==> src/rtl/rv32m_pkg.sv <==
// Shared RV32M definitions: funct3 codes, multiply/divide FSM state encoding,
// and small decode helpers.
package rv32m_pkg;

  localparam logic [2:0] F_MUL    = 3'd0;
  localparam logic [2:0] F_MULH   = 3'd1;
  localparam logic [2:0] F_MULHSU = 3'd2;
  localparam logic [2:0] F_MULHU  = 3'd3;
  localparam logic [2:0] F_DIV    = 3'd4;
  localparam logic [2:0] F_DIVU   = 3'd5;
  localparam logic [2:0] F_REM    = 3'd6;
  localparam logic [2:0] F_REMU   = 3'd7;

  typedef enum logic [1:0] {
    IDLE = 2'd0,
    BUSY = 2'd1,
    DONE = 2'd2
  } state_t;

  // Upper funct3 bit separates the divide group from the multiply group.
  function automatic logic is_div(input logic [2:0] funct);
    return funct[2];
  endfunction

endpackage

==> src/rtl/ex_muldiv_unit.sv <==
// EX-stage RV32M unit: iterative shift-add multiplier and restoring divider,
// one bit per cycle, holding the front of the pipeline via stall_o.
module ex_muldiv_unit
  import rv32m_pkg::*;
#(
  parameter int XLEN = 32
) (
  input  logic            clk,
  input  logic            rst_n,
  input  logic            start_i,
  input  logic [2:0]      funct_i,
  input  logic [XLEN-1:0] opr_1_i,
  input  logic [XLEN-1:0] opr_2_i,
  input  logic            flush_i,
  output logic            stall_o,
  output logic            result_valid_o,
  output logic [XLEN-1:0] result_o
);

  localparam int CW = $clog2(XLEN) + 1;

  state_t            r_state;
  state_t            w_state_next;
  logic [CW-1:0]     r_count;
  logic [2:0]        r_funct;
  logic [XLEN-1:0]   r_opa;      // |rs1|: multiplicand, or dividend magnitude
  logic [XLEN-1:0]   r_opb;      // |rs2|: divisor (multiplier is preloaded into r_lo)
  logic [XLEN-1:0]   r_hi;       // product high half / partial remainder
  logic [XLEN-1:0]   r_lo;       // product low half / dividend-then-quotient
  logic              r_neg_a;
  logic              r_neg_b;
  logic              r_ovf;      // DIV/REM of most-negative by -1
  logic [XLEN-1:0]   r_result;

  logic              w_accept;
  logic              w_signed_a;
  logic              w_signed_b;
  logic              w_sa;
  logic              w_sb;
  logic [XLEN-1:0]   w_abs_a;
  logic [XLEN-1:0]   w_abs_b;
  logic [XLEN:0]     w_mul_sum;
  logic [XLEN-1:0]   w_mul_hi;
  logic [XLEN-1:0]   w_mul_lo;
  logic [XLEN:0]     w_div_cand;
  logic              w_div_ge;
  logic [XLEN-1:0]   w_div_hi;
  logic [XLEN-1:0]   w_div_lo;
  logic [2*XLEN-1:0] w_prod;
  logic [XLEN-1:0]   w_quo;
  logic [XLEN-1:0]   w_rem;
  logic [XLEN-1:0]   w_dividend;
  logic [XLEN-1:0]   w_final;

  assign w_accept = (r_state == IDLE) && start_i && !flush_i;

  // Operand decode: which operands are signed, and their magnitudes.
  always_comb begin
    w_signed_a = (funct_i == F_MULH) || (funct_i == F_MULHSU) ||
                 (funct_i == F_DIV)  || (funct_i == F_REM);
    w_signed_b = (funct_i == F_MULH) || (funct_i == F_DIV) || (funct_i == F_REM);
    w_sa       = w_signed_a && opr_1_i[XLEN-1];
    w_sb       = w_signed_b && opr_2_i[XLEN-1];
    w_abs_a    = w_sa ? -opr_1_i : opr_1_i;
    w_abs_b    = w_sb ? -opr_2_i : opr_2_i;
  end

  // One multiply step: add multiplicand on the low bit, shift {hi,lo} right.
  always_comb begin
    w_mul_sum = {1'b0, r_hi} + (r_lo[0] ? {1'b0, r_opa} : '0);
    w_mul_hi  = w_mul_sum[XLEN:1];
    w_mul_lo  = {w_mul_sum[0], r_lo[XLEN-1:1]};
  end

  // One restoring-divide step: bring in the next dividend bit, subtract if it fits.
  always_comb begin
    w_div_cand = {r_hi, r_lo[XLEN-1]};
    w_div_ge   = w_div_cand >= {1'b0, r_opb};
    w_div_hi   = w_div_ge ? w_div_cand[XLEN-1:0] - r_opb : w_div_cand[XLEN-1:0];
    w_div_lo   = {r_lo[XLEN-2:0], w_div_ge};
  end

  // Sign fix-up and special cases on the value produced by the final iteration.
  always_comb begin
    w_prod     = {w_mul_hi, w_mul_lo};
    if (r_neg_a ^ r_neg_b) w_prod = -w_prod;
    w_quo      = (r_neg_a ^ r_neg_b) ? -w_div_lo : w_div_lo;
    w_rem      = r_neg_a ? -w_div_hi : w_div_hi;
    w_dividend = r_neg_a ? -r_opa : r_opa;
    w_final    = '0;
    case (r_funct)
      F_MUL:                     w_final = w_prod[XLEN-1:0];
      F_MULH, F_MULHSU, F_MULHU: w_final = w_prod[2*XLEN-1:XLEN];
      F_DIV, F_DIVU: begin
        if (r_opb == '0)  w_final = '1;
        else if (r_ovf)   w_final = {1'b1, {(XLEN-1){1'b0}}};
        else              w_final = w_quo;
      end
      default: begin
        if (r_opb == '0)  w_final = w_dividend;
        else if (r_ovf)   w_final = '0;
        else              w_final = w_rem;
      end
    endcase
  end

  // State register.
  always_ff @(posedge clk or negedge rst_n) begin
    if (!rst_n) r_state <= IDLE;
    else        r_state <= w_state_next;
  end

  // Next-state logic; flush wins from any state.
  always_comb begin
    // NOTE: default assignment first so every path drives the signal and no latch is inferred.
    w_state_next = r_state;
    if (flush_i) begin
      w_state_next = IDLE;
    end else begin
      case (r_state)
        IDLE:    if (start_i) w_state_next = BUSY;
        BUSY:    if (r_count == CW'(1)) w_state_next = DONE;
        DONE:    w_state_next = IDLE;
        default: w_state_next = IDLE;
      endcase
    end
  end

  // Outputs; a flush in DONE suppresses the valid pulse.
  always_comb begin
    stall_o        = 1'b0;
    result_valid_o = 1'b0;
    case (r_state)
      IDLE:    stall_o = start_i && !flush_i;
      BUSY:    stall_o = 1'b1;
      DONE:    result_valid_o = !flush_i;
      default: ;
    endcase
  end

  // Datapath: latch operands on accept, iterate while busy, capture the result on the last step.
  always_ff @(posedge clk or negedge rst_n) begin
    if (!rst_n) begin
      r_count  <= '0;
      r_funct  <= '0;
      r_opa    <= '0;
      r_opb    <= '0;
      r_hi     <= '0;
      r_lo     <= '0;
      r_neg_a  <= 1'b0;
      r_neg_b  <= 1'b0;
      r_ovf    <= 1'b0;
      r_result <= '0;
    end else if (w_accept) begin
      // NOTE: non-blocking assignments so every register samples pre-edge values.
      r_count <= CW'(XLEN);
      r_funct <= funct_i;
      r_opa   <= w_abs_a;
      r_opb   <= w_abs_b;
      r_hi    <= '0;
      r_lo    <= is_div(funct_i) ? w_abs_a : w_abs_b;
      r_neg_a <= w_sa;
      r_neg_b <= w_sb;
      r_ovf   <= ((funct_i == F_DIV) || (funct_i == F_REM)) &&
                 (opr_1_i == {1'b1, {(XLEN-1){1'b0}}}) && (opr_2_i == '1);
    end else if ((r_state == BUSY) && !flush_i) begin
      r_count <= r_count - CW'(1);
      r_hi    <= is_div(r_funct) ? w_div_hi : w_mul_hi;
      r_lo    <= is_div(r_funct) ? w_div_lo : w_mul_lo;
      if (r_count == CW'(1)) r_result <= w_final;
    end
  end

  assign result_o = r_result;

endmodule

==> config.mk <==
export PLATFORM = sky130hd
export DESIGN_NAME = ex_muldiv_unit
export DESIGN_NICKNAME = d
export VERILOG_FILES = /design/src/rtl/rv32m_pkg.sv /design/src/rtl/ex_muldiv_unit.sv
export SDC_FILE = /design/constraint.sdc
export NUM_CORES = 1
export LEC_CHECK = 0
export CORE_AREA = 2 2 238 240
export DETAILED_ROUTE_END_ITERATION = 12
export DIE_AREA = 0 0 240 242
export HOLD_SLACK_MARGIN = 0.08
export PLACE_DENSITY_LB_ADDON = 0.2
export SYNTH_ARGS = -nofsm -noshare
export SYNTH_HDL_FRONTEND = slang
export SYNTH_SLANG_ARGS = --single-unit
==> constraint.sdc <==
create_clock -name clk -period 4.48 [get_ports clk]
set_input_delay 0.896 -clock clk [delete_from_list [all_inputs] [get_ports clk]]
set_output_delay 0.896 -clock clk [all_outputs]
set_load 0.01 [all_outputs]
==> flow_summary.yaml, run 1 <==
run_status:
  status: "completed"
floorplanning:
  die_w_um: 240
  fp.coreArea_um2: 55700
  start_util_pct: 33.5
  placementRows: 87
  ios: 105
  die_y_um: 242
  die-area_um2: 58100
timing:
  setup_tns_ps: 0
  period_needed_ps: 4410
  slew_headroom_pct: 39.2
  tightestPinTransition_ps: 913
  finClkSkew_ps: 17.6
  fmax_ghz: 0.227
  setup_violations: 0
  slew_violations: 0
  fin_crit_sh_pct: 98.4
  hold_slack_ps: 467
  hold_violations: 0
yosys:
  ys.flop_type: "dfrtp_1"
  yosysSeqAreaShare_pct: 23.3
  synth_edf_count: 0
  synth-async-reset-ratio_pct: 100
  synth-seq-cells: 174
  syn-mean-instance-area_um2: 7.61
  synth.cell_area_um2: 18600
  ys.warnings.count: 0
  ys_types: 86
  syn-num-nets: 2598
  syn_inst: 2451
drt:
  drt_wl_total_mm: 90.2
  viasPerCell: 6.04
  wire_per_inst_um: 26.3
  ant_nets: 0
  drtIter0Drc: 2151
  vias: 20700
  dr.pass1.iters: 9
  drc: 0
cells_and_area:
  register_area_um2: 4360
  area_delta_synth_final_pct: 21.9
  utilization_pct: 40.8
  nets: 2806
  finalNonFillerCells: 3428
  drive_above_1_share_pct: 14.6
  final_cell_mix: "nand2_1, buf_4, o21ai_0"
  nFillCells: 5843
  multi_input_area_um2: 13600
  final_common_cell: "nand2_1"
  antenna_cells: 0
  final_cell_area_um2: 22700
cts:
  clkTransAtPathRegs_ps: 80
  cts_buffers: 17
  clk_latency_ps: 510
  cts_tree: "done"
  cts.path.max_buffers: 2
  cts.sinks: 174
  cts.htree.levels: 4
  root_buffer: "clkbuf_16"
critical_path:
  cp_slowest_cell: "dfrtp_2"
  cpPeakStageDelay_ps: 470
  crit_chain: "and2_1 -> ha_1 -> a21oi_1 -> o21ai_1 -> a22o_1 -> or3_1 -> a211oi_4 -> buf_4 -> nand4_1 -> nor3_2 -> buf_4 -> a31oi_1 -> xnor2_1 -> a221oi_1 -> a21oi_1"
  critPathMaxFanout: 9
  end_kind: "flip-flop"
  start_kind: "flip-flop"
  crit_arrival_ps: 4780
  path_class: "reg2reg"
  worstPathRequired_ps: 4860
global_routing:
  grt_max_degree: 99
  grt_overflow_total: 0
  grt_use_total_pct: 30.9
  grt_pass1_vias: 19800
  antenna_found_initial: 5
  grt_pass1_wl_mm: 132
power:
  ir_worst_vdd_v: 0.000358
  p_leak_nw: 9.55
  p_per_area_nw_per_um2: 725
place:
  dp.cells: 3393
  place_area_um2: 22000
  gp_congestion: 1.08
  port_buffers: 104
  dpl.hpwl_mm: 73.2
flow_run:
  maxCapViolCount: 0
worst_hold_path:
  hp-class: "in2async"
cells by family (layout without fill, tap and decap cells):
| family | after synthesis | count (layout) | share of synthesized area, % |
|---|---|---|---|
| compound gates | 766 | 766 | 27.1 |
| xor+xnor | 241 | 241 | 11.3 |
| fa+ha+maj | 76 | 76 | 5.18 |
| buf+inv | 244 | 465 | 5.06 |
| flops | 174 | 174 | 23.3 |
| mux | 100 | 100 | 5.54 |
| simple gates | 850 | 850 | 22.4 |
Yosys cell counts (29+ instances only):
cell type,n,area (um^2)
a21oi_1,161,806
a221oi_1,35,307
a31oi_1,29,181
and2_1,46,288
clkbuf_1,140,526
dfrtp_1,174,4350
ha_1,74,926
inv_1,70,263
mux2i_1,74,741
nand2_1,296,1110
nand3_1,32,160
nand4_1,37,231
nor2_1,172,646
nor3_1,67,335
nor4_1,42,263
o211ai_1,37,278
o21ai_0,218,1090
o31ai_1,53,398
or3_1,29,181
xnor2_1,156,1370
xor2_1,85,744
report_power, final:
group	internal (W)	switching (W)	leakage [nW]	total (W)
registers	0.00207	0.000715	2.23	0.00279
clock network	0.000810	0.000767	0.286	0.00158
logic	0.00479	0.00732	7.04	0.0121
total	0.00767	0.00880	9.55	0.0165
timing repair:
item | in CTS | in global routing
setup endpoints to repair | 6 | 18
gates resized for setup | 4 | 37
setup buffers | 0 | 3
pin swaps | 0 | 3
hold endpoints to repair | 0 | 0
hold buffers | 0 | 0
layout make-up:
cell class / instances / share of cell area [%]
Multi-Input combinational cell: 2033 / 59.7
Sequential cell: 174 / 19.2
Timing Repair Buffer: 362 / 13.2
Tap cell: 756 / 4.16
Clock buffer: 20 / 2.01
Inverter: 71 / 1.17
Clock inverter: 12 / 0.556
registers in the layout, summed over array words and instances (netlist names):
signal and cells:
r_hi 32, r_opb 32, r_neg_a 1, r_lo 32, r_count 6, r_opa 32
r_funct 3, r_state 2, r_neg_b 1, r_ovf 1, result_o 32
metal layers:
layer	wire [um]	up-vias	GRT usage [%]
li1	-	9434	-
met1	39000	10100	42.0
met2	39900	1008	47.4
met3	6480	186	4.61
met4	4730	4	15.5
met5	23	-	0
worst max-delay path: cells and delay by family, from the launching register on:
family / cells / cell delay, ps
AO/OA/AOI/OAI: 7 / 1810
XOR/XNOR: 1 / 200
adder cells (fa/ha/maj): 1 / 370
buffers and inverters: 2 / 330
flip-flops: 1 / 470
AND/OR/NAND/NOR: 4 / 1070
metrics by stage:
| stage | setup slack (ps) | total power [W] |
|---|---|---|
| CTS | 2.90 | 0.0160 |
| detailed placement | -164 | 0.0143 |
| global placement | -158 | 0.0143 |
| finish | 73.7 | 0.0165 |
| global route | -10.5 | 0.0174 |
| floorplan | 4.09 | 0.00946 |
final timing paths:
check	slack, ps	startpoint	endpoint	cells after the start
worst max-delay path	70	r_lo[0]$_DFFE_PN0P_	result_o[27]$_DFFE_PN0P_	15
worst min-delay path	470	rst_n	result_o[24]$_DFFE_PN0P_	1
worst max register to register	70	r_lo[0]$_DFFE_PN0P_	result_o[27]$_DFFE_PN0P_	15
worst min register to register	480	result_o[16]$_DFFE_PN0P_	result_o[16]$_DFFE_PN0P_	2
max in group asynchronous	3020	rst_n	r_opb[13]$_DFFE_PN0P_	2
min in group clk	480	result_o[16]$_DFFE_PN0P_	result_o[16]$_DFFE_PN0P_	2
No activity file was read; power rests on OpenSTA's default activity.
==> run 2: changes to the inputs <==
--- a/config.mk
+++ b/config.mk
@@ -5,11 +5,12 @@
 export SDC_FILE = /design/constraint.sdc
 export NUM_CORES = 1
 export LEC_CHECK = 0
-export CORE_AREA = 2 2 238 240
+export CORE_AREA = 4 4 240 242
 export DETAILED_ROUTE_END_ITERATION = 12
-export DIE_AREA = 0 0 240 242
+export DIE_AREA = 0 0 244 246
 export HOLD_SLACK_MARGIN = 0.08
 export PLACE_DENSITY_LB_ADDON = 0.2
+export SETUP_SLACK_MARGIN = 0.3
 export SYNTH_ARGS = -nofsm -noshare
 export SYNTH_HDL_FRONTEND = slang
 export SYNTH_SLANG_ARGS = --single-unit
==> run 2 against run 1 <==
Compared with the run above:
- first-iteration DRC count down 3.9%
- combinational power up 9%
- non-clock buffer count up 17
- clock-buffer cell count down 3
- maximum frequency up 5.2%
- die area up 3.3%
- largest cell class unchanged
- clock power up 3%
- critical endpoint is now result_o[31]$_DFFE_PN0P_
- total power up 7.1%
- global-route usage down 0.96 points
- sequential share of layout area down 0.84 points
- wire length up 2.7%
- largest power group unchanged
- register-to-register slack better by 220 ps
==> flow_summary.yaml, run 2 (synthesis gave the netlist of run 1 again) <==
floorplanning:
  ios: 105
  placementRows: 86
  start_util_pct: 33.8
  die_y_um: 246
  die-area_um2: 60000
  fp.coreArea_um2: 55100
  die_w_um: 244
cts:
  cts.htree.levels: 4
  clkTransAtPathRegs_ps: 90
  cts.sinks: 174
  cts_hold_buf: 0
  root_buffer: "clkbuf_16"
  clk_latency_ps: 510
  cts_buffers: 17
  cts_tree: "done"
  cts.path.max_buffers: 2
place:
  port_buffers: 104
  dp_slack_ps: -526
  gp_congestion: 1.04
  dp.cells: 3368
  dpl.hpwl_mm: 74.3
power:
  p_sw_share_pct: 53.7
  combPwrFrac_pct: 74.8
  finalPower_w: 0.0176
  clkPwrFrac_pct: 9.2
  power.internal_w: 0.00817
  p_per_area_nw_per_um2: 742
  p_sw_w: 0.00948
  p_seq_share_pct: 16.0
  ir_worst_vdd_v: 0.000421
  p_leak_nw: 9.80
global_routing:
  global_route.usage.met1_pct: 38.7
  grt_pass1_vias: 20100
  gr-usage-met2_pct: 47.8
  grt_overflow_total: 0
  busiest_layer: "met2"
  antenna_found_initial: 5
  met3_usage_pct: 6.82
  grt_use_total_pct: 29.9
  grt_max_degree: 90
  grt_pass1_wl_mm: 134
drt:
  drt_wl_total_mm: 92.7
  drc: 0
  drtIter0Drc: 2068
  ant_nets: 0
  wire_per_inst_um: 26.9
  viasPerCell: 6.05
  dr.pass1.iters: 6
  vias: 20800
critical_path:
  r2r_end: "result_o[31]$_DFFE_PN0P_"
  path_class: "reg2reg"
  rr_startpoint: "r_lo[0]$_DFFE_PN0P_"
  rrSetupSlack_ps: 290
  start_kind: "flip-flop"
  r2r_cells: 18
  worstPathRequired_ps: 4890
  crit_arrival_ps: 4600
  end_kind: "flip-flop"
  critPathMaxFanout: 8
cells_and_area:
  final_cell_mix: "nand2_1, buf_4, o21ai_0"
  drive_above_1_share_pct: 19.3
  utilization_pct: 43.2
  final_common_cell: "nand2_1"
  finalNonFillerCells: 3439
  area_delta_synth_final_pct: 27.6
  nets: 2823
timing:
  period_needed_ps: 4190
  rsz0062_at_grt: "true"
  tightestPinTransition_ps: 1200
  hold_violations: 0
  fmax_ghz: 0.239
  hold_slack_ps: 390
  slew_violations: 0
  slew_headroom_pct: 19.5
  setup_violations: 0
  fin_crit_sh_pct: 93.5
  finClkSkew_ps: 12.7
  fin_ws_ps: 291
flow_run:
  maxCapViolCount: 0
run_status:
  status: "completed"
worst_hold_path:
  hp-class: "in2async"
==> run 2: cell count changes in the layout (fill, tap and decap cells not counted), sizes merged <==
cell,change
diode,+2
clkbuf,-3
clkinvlp,-1
inv,+4
buf,+17
bufinv,-1
clkinv,+1
==> run 2: final cells by class <==
cell class	instances	area [um^2]
timing repair buffer	379	3180
antenna	2	5.00
inverter	71	272
multi-input combinational	2033	14400
fill	5651	31300
clock buffer	17	425
sequential	174	4360
tap	748	936
clock inverter	15	179
==> run 2: per-layer routing <==
metal | part of all wire, % | up-vias
li1 | - | 9478
met1 | 42 | 10200
met2 | 45 | 933
met3 | 7.7 | 199
met4 | 5.2 | 6
met5 | 0.044 | -
==> run 2: what timing repair did <==
action / 4_1_cts / 5_1_grt
pin swaps: 15 / 46
buffers inserted: 11 / 26
gates cloned: 0 / 0
setup endpoints to repair: 24 / 32
gates resized for setup: 74 / 134
==> run 2: how the worst max path moves through the flow <==
| stage | startpoint | cells past startpoint | to |
|---|---|---|---|
| finish | r_lo[0]$_DFFE_PN0P_ | 18 | result_o[31]$_DFFE_PN0P_ |
| global route | r_lo[0]$_DFFE_PN0P_ | 14 | result_o[31]$_DFFE_PN0P_ |
| CTS | r_lo[0]$_DFFE_PN0P_ | 16 | result_o[26]$_DFFE_PN0P_ |
| detailed placement | r_lo[0]$_DFFE_PN0P_ | 15 | result_o[25]$_DFFE_PN0P_ |
| global placement | r_lo[0]$_DFFE_PN0P_ | 15 | result_o[25]$_DFFE_PN0P_ |
| floorplan | r_hi[5]$_DFFE_PN0P_ | 19 | result_o[28]$_DFFE_PN0P_ |
==> run 2: power groups by stage <==
stage | combinational (W) | sequential (W) | clock, W
floorplan | 0.00697 | 0.00252 | 0
global placement | 0.0116 | 0.00278 | 0
detailed placement | 0.0116 | 0.00280 | 0
CTS | 0.0121 | 0.00277 | 0.00164
global route | 0.0140 | 0.00287 | 0.00170
finish | 0.0132 | 0.00282 | 0.00162
==> run 2: through the flow <==
| step | setup TNS, ps | cell area, um^2 |
|---|---|---|
| 6_report | 0 | 23800 |
| 4_1_cts | 0 | 22900 |
| 5_1_grt | 0 | 23800 |
| 3_5_place_dp | -2680 | 21800 |
| 3_3_place_gp | -3550 | 21800 |
| 2_1_floorplan | 0 | 18700 |
==> run 2: critical path, cell delays in order (launching register included) <==
cell	delay, ps
dfrtp_2	500
inv_4	120
nor2_4	40
ha_4	180
fa_2	420
a21o_1	190
nand4_1	110
buf_6	140
buf_6	110
a21o_1	200
a31oi_1	110
xor2_1	180
or4_4	610
nor3_4	330
buf_4	170
a41oi_1	130
xnor2_1	210
a21oi_1	110
a311oi_1	230
